`config.mk`:
```
export PLATFORM = sky130hd
export DESIGN_NAME = caliptra_prim_count_hardened
export DESIGN_NICKNAME = d
export VERILOG_FILES = /design/src/rtl/caliptra_prim_count_hardened.sv
export SDC_FILE = /design/constraint.sdc
export NUM_CORES = 1
export LEC_CHECK = 0
export CAP_MARGIN = 20
export CORE_ASPECT_RATIO = 0.9
export CORE_MARGIN = 1.5
export CORE_UTILIZATION = 56
export CTS_CLUSTER_DIAMETER = 40
export DETAILED_ROUTE_END_ITERATION = 16
export PLACE_DENSITY_LB_ADDON = 0.15
export REMOVE_ABC_BUFFERS = 1
export SLEW_MARGIN = 5
export SYNTH_ARGS = -nofsm -noshare
export SYNTH_HDL_FRONTEND = slang
export SYNTH_SLANG_ARGS = --single-unit
```
`constraint.sdc`:
```
create_clock -name clk_i -period 3.5 [get_ports clk_i]
set_input_delay 0.7 -clock clk_i [delete_from_list [all_inputs] [get_ports clk_i]]
set_output_delay 0.7 -clock clk_i [all_outputs]
set_load 0.02 [all_outputs]
```
`src/rtl/caliptra_prim_count_hardened.sv`:
```
// Hardened up/down counter: a primary up-counter paired with a complemented shadow
// down-counter. A sticky error is raised whenever the pair stops summing to all-ones.
module caliptra_prim_count_hardened #(
  parameter int unsigned      Width           = 8,
  parameter logic [Width-1:0] ResetValue      = {Width{1'b0}},
  parameter logic [3:0]       PossibleActions = 4'hF
) (
  input  logic             clk_i,
  input  logic             rst_i,
  input  logic             clr_i,
  input  logic             set_i,
  input  logic [Width-1:0] set_cnt_i,
  input  logic             incr_en_i,
  input  logic             decr_en_i,
  input  logic [Width-1:0] step_i,
  output logic [Width-1:0] cnt_o,
  output logic [Width-1:0] cnt_next_o,
  output logic             sat_o,
  output logic             zero_o,
  output logic             err_o
);

  localparam logic [Width-1:0] MaxVal    = {Width{1'b1}};
  localparam logic [Width:0]   MaxValExt = {1'b0, MaxVal};

  // Saturating add: the carry bit is kept so overflow clamps at MaxVal instead of wrapping
  function automatic logic [Width-1:0] sat_add(input logic [Width-1:0] a,
                                               input logic [Width-1:0] b);
    logic [Width:0] sum;
    sum = {1'b0, a} + {1'b0, b};
    if (sum > MaxValExt) begin
      sat_add = MaxVal;
    end else begin
      sat_add = sum[Width-1:0];
    end
  endfunction

  function automatic logic [Width-1:0] sat_sub(input logic [Width-1:0] a,
                                               input logic [Width-1:0] b);
    if (a < b) begin
      sat_sub = {Width{1'b0}};
    end else begin
      sat_sub = a - b;
    end
  endfunction

  logic [Width-1:0] up_q, dn_q;
  logic [Width-1:0] up_d_s, dn_d_s;
  logic             err_q, sat_q, zero_q;
  logic             clr_s, set_s, incr_s, decr_s;
  logic             mismatch_s;

  assign clr_s  = clr_i     & PossibleActions[0];
  assign set_s  = set_i     & PossibleActions[1];
  assign incr_s = incr_en_i & PossibleActions[2];
  assign decr_s = decr_en_i & PossibleActions[3];

  // Next-state for both counters; the shadow is updated from its own value, never from up_d_s
  always_comb begin
    up_d_s = up_q;
    dn_d_s = dn_q;
    if (clr_s) begin
      up_d_s = ResetValue;
      dn_d_s = MaxVal - ResetValue;
    end else if (set_s) begin
      up_d_s = set_cnt_i;
      dn_d_s = MaxVal - set_cnt_i;
    end else if (incr_s && !decr_s) begin
      up_d_s = sat_add(up_q, step_i);
      dn_d_s = sat_sub(dn_q, step_i);
    end else if (decr_s && !incr_s) begin
      up_d_s = sat_sub(up_q, step_i);
      dn_d_s = sat_add(dn_q, step_i);
    end else begin
      up_d_s = up_q;
      dn_d_s = dn_q;
    end
  end

  assign mismatch_s = ({1'b0, up_q} + {1'b0, dn_q}) != MaxValExt;

  // Counter pair, status flags and sticky error; only rst_i clears the error
  always_ff @(posedge clk_i or posedge rst_i) begin
    if (rst_i) begin
      up_q   <= ResetValue;
      dn_q   <= MaxVal - ResetValue;
      err_q  <= 1'b0;
      sat_q  <= (ResetValue == MaxVal);
      zero_q <= (ResetValue == {Width{1'b0}});
    end else begin
      up_q   <= up_d_s;
      dn_q   <= dn_d_s;
      err_q  <= err_q | mismatch_s;
      sat_q  <= (up_d_s == MaxVal);
      zero_q <= (up_d_s == {Width{1'b0}});
    end
  end

  assign cnt_o      = up_q;
  assign cnt_next_o = up_d_s;
  assign sat_o      = sat_q;
  assign zero_o     = zero_q;
  assign err_o      = err_q;

endmodule

```
==> flow_summary.ini <==
[outcome]
outcome = complete, but fails checks
violations = negative setup slack

[synth]
synthMuxAreaShare_pct = 0.3527
synth_top_family_by_area = compound AO/OA/AOI/OAI gates
synth_adder_area_share_pct = 22.05
synth_area_leaders = ha_1 (19%), dfrtp_1 (8.8%), dfstp_2 (8.3%)
synthXorXnorAreaFrac_pct = 5.864
yosys_most_used_dff = dfrtp_1
yosysSeqAreaShare_pct = 17.15
yosysTopAreaCell = ha_1
yosysTopAreaCellShare_pct = 18.52
syn_inst = 346
synthSimpleGateAreaFrac_pct = 19.53
async_reset_ff_share_pct = 100.0
synth_enable_flop_cells = 0
synth_area_per_cell_um2 = 8.202
yosysUniqueCellTypes = 71
synth_compound_area_share_pct = 27.69
yosys_warnings = 0
syn_area_um2 = 2838
postSynthRegisterBits = 19

[route]
route.vias.total = 3816
dr.pass1.iters = 5
routedWlPerCell_um = 24.07
wirelength_um = 13240
drc = 0
avgViaCountPerCell = 6.938
drt_iter0_markers = 713
ant_nets = 0

[worst_setup_path]
cp-startpoint = step_i[0]
reg2reg_depth = 15
worstSetupEndpointType = output pin
arrival_ps = 2990
crit_required_ps = 2800
r2r_slack_ps = 100
r2r-start = cnt_o[0]$_DFF_PP0_
crit_path_max_fanout = 3
criticalPathCategory = input port to output pin
startpoint_type = input port
r2r-end = zero_o$_DFF_PP1_
cp-endpoint = cnt_next_o[6]

[pwr]
p_per_area_nw_per_um2 = 304.6
ir_drop_uv = 240.9
leakagePower_nw = 1.995

[global_route]
grt_overflow = 0
grt_usage_pct = 43.97
grt_pass1_vias = 3720
grt_max_degree = 20
antenna_found_initial = 0
grt_first_pass_wirelength_um = 18540

[timing]
layout_setup_ws_ps = -189.6
hold_violations = 0
finalCritPeriodShare_pct = 105.4
min_period_ps = 3690
rsz0062_at_grt = true
slew_headroom_pct = 39.94
fmax_ghz = 0.2710
tightest_slew_ps = 899.8
slew_violations = 0
setup_viol = 8
skew_ps = 7.076

[place]
place_ws_ps = -1066
portBuffers = 40
place.gp.congestion = 0.9765
dp.cells = 528
dp_hpwl_um = 8600

[layout]
fin_nets = 555
synthToLayoutAreaGrowth_pct = 55.69
final_cell_mix = buf_4 (107), a21oi_1 (36), ha_1 (31)
fillers = 214
n_antenna_cell = 0
layout_commonest_cell = buf_4
drive_above_1_share_pct = 39.18
finalNonFillerCells = 550

[clocking]
clockBufferDepth = 2
root_buffer = clkbuf_8
clk_pin_slew_ps = 90
numClockSinks = 19
cts_made_buffers = 3
postCtsHoldBufs = 0
insertion_delay_ps = 290
cts_tree = done
cts_max_level = 1

[die]
ios = 41
initial_core_util_pct = 58.33
core_um2 = 4865
die-area_um2 = 5504
rows = 24
dieWidth_um = 78.04
fp.dieH_um = 70.53

[flow_run]
max-cap-violations = 0

[min_path]
holdCritPathClass = flop to flop
-- worst min-delay path by stage --
stage	startpoint	endpoint	slack, ps	cells past startpoint
final	dn_q[2]$_DFFE_PP1P_	dn_q[2]$_DFFE_PP1P_	580	2
after global routing	dn_q[2]$_DFFE_PP1P_	dn_q[2]$_DFFE_PP1P_	600	2
after CTS	dn_q[2]$_DFFE_PP1P_	dn_q[2]$_DFFE_PP1P_	570	2
after detailed placement	dn_q[2]$_DFFE_PP1P_	dn_q[2]$_DFFE_PP1P_	550	2
after global placement	dn_q[2]$_DFFE_PP1P_	dn_q[2]$_DFFE_PP1P_	530	2
after floorplan	dn_q[5]$_DFFE_PP1P_	dn_q[5]$_DFFE_PP1P_	510	2
-- critical path, cell delays in order --
cell	delay [ps]
buf_8	80
buf_6	90
ha_4	120
inv_2	40
fa_2	410
o21bai_4	180
a2111oi_4	120
buf_4	170
a32o_1	210
a221o_1	340
a221oi_2	330
buf_4	200
-- cell type report --
class	instances	area [µm²]	area share [%]
inverters	35	136.4	3.087
repair buffers	149	1236	27.98
flip-flops and latches	19	486.7	11.02
multi-input cells	278	2432	55.06
clock buffers	4	45.04	1.020
well taps	65	81.33	1.841
-- cell usage after synthesis (2+ instances only) --
master	instances
ha_1	42
a21oi_1	37
inv_1	34
nor2_1	23
nand2_1	17
xnor2_1	15
nor3_1	13
dfrtp_1	10
nand2b_1	10
o21ai_0	10
clkbuf_1	9
dfstp_2	9
nand3_1	7
nor2b_1	6
fa_1	5
o31ai_1	5
a21o_1	4
o21ai_1	4
or3_1	4
xor2_1	4
a211oi_1	3
a221o_1	3
a221oi_1	3
buf_6	3
nand4_1	3
nor4_1	3
o211ai_1	3
o311ai_0	3
o31a_1	3
a21boi_0	2
a311oi_1	2
a31oi_1	2
a32o_1	2
and3_1	2
buf_2	2
nor3b_2	2
o21a_1	2
or2_2	2
-- per-layer routing --
metal | vias to the layer above | global-route usage [%] | wire, µm | part of all wire, %
met4 | 0 | 19.44 | 852 | 6.4
met2 | 389 | 75.46 | 6077 | 46
met5 | - | 0 | 0 | 0
li1 | 1546 | - | - | -
met1 | 1775 | 54.28 | 4650 | 35
met3 | 106 | 7.613 | 1658 | 13
-- per-stage QoR --
stage	total power (W)	utilization [%]	hold WS [ps]	TNS [ps]	instance area, µm²
after floorplan	0.0006728	-	511.0	-248.7	2760
final	0.001346	90.82	578.0	-954.7	4418
after CTS	0.001229	87.29	565.1	-244.8	4247
after global placement	0.0009528	80.68	530.9	-7940	3925
after detailed placement	0.0009775	80.68	552.2	-8483	3925
after global routing	0.001388	90.82	598.3	-1566	4418
-- cells by family (layout without fill, tap and decap cells) --
kind of cell	Yosys count	in the layout
xor gates and xnor gates	19	19
muxes	1	1
and+or+nand+nor	102	102
buffers and inverters	49	188
DFF	19	19
AOI/OAI and AO/OA	109	109
adders and majority gates	47	47
-- where the power goes --
part | switching, W | leakage, nW | internal, W
clock network | 0.000104 | 0.0228 | 0.0000821
registers | 0.0000256 | 0.223 | 0.000246
logic | 0.000476 | 1.75 | 0.000412
-- state kept, by name, summed over array words and instances (netlist names) --
signal  cells
dn_q        8
cnt_o       8
err_o       1
zero_o      1
sat_o       1
-- timing repair --
action	in CTS	in global routing
gates resized for setup	108	30
endpoints found under the setup margin	10	9
setup buffers	11	8
pin swaps	18	18
Power figures use the tool's default switching activity.
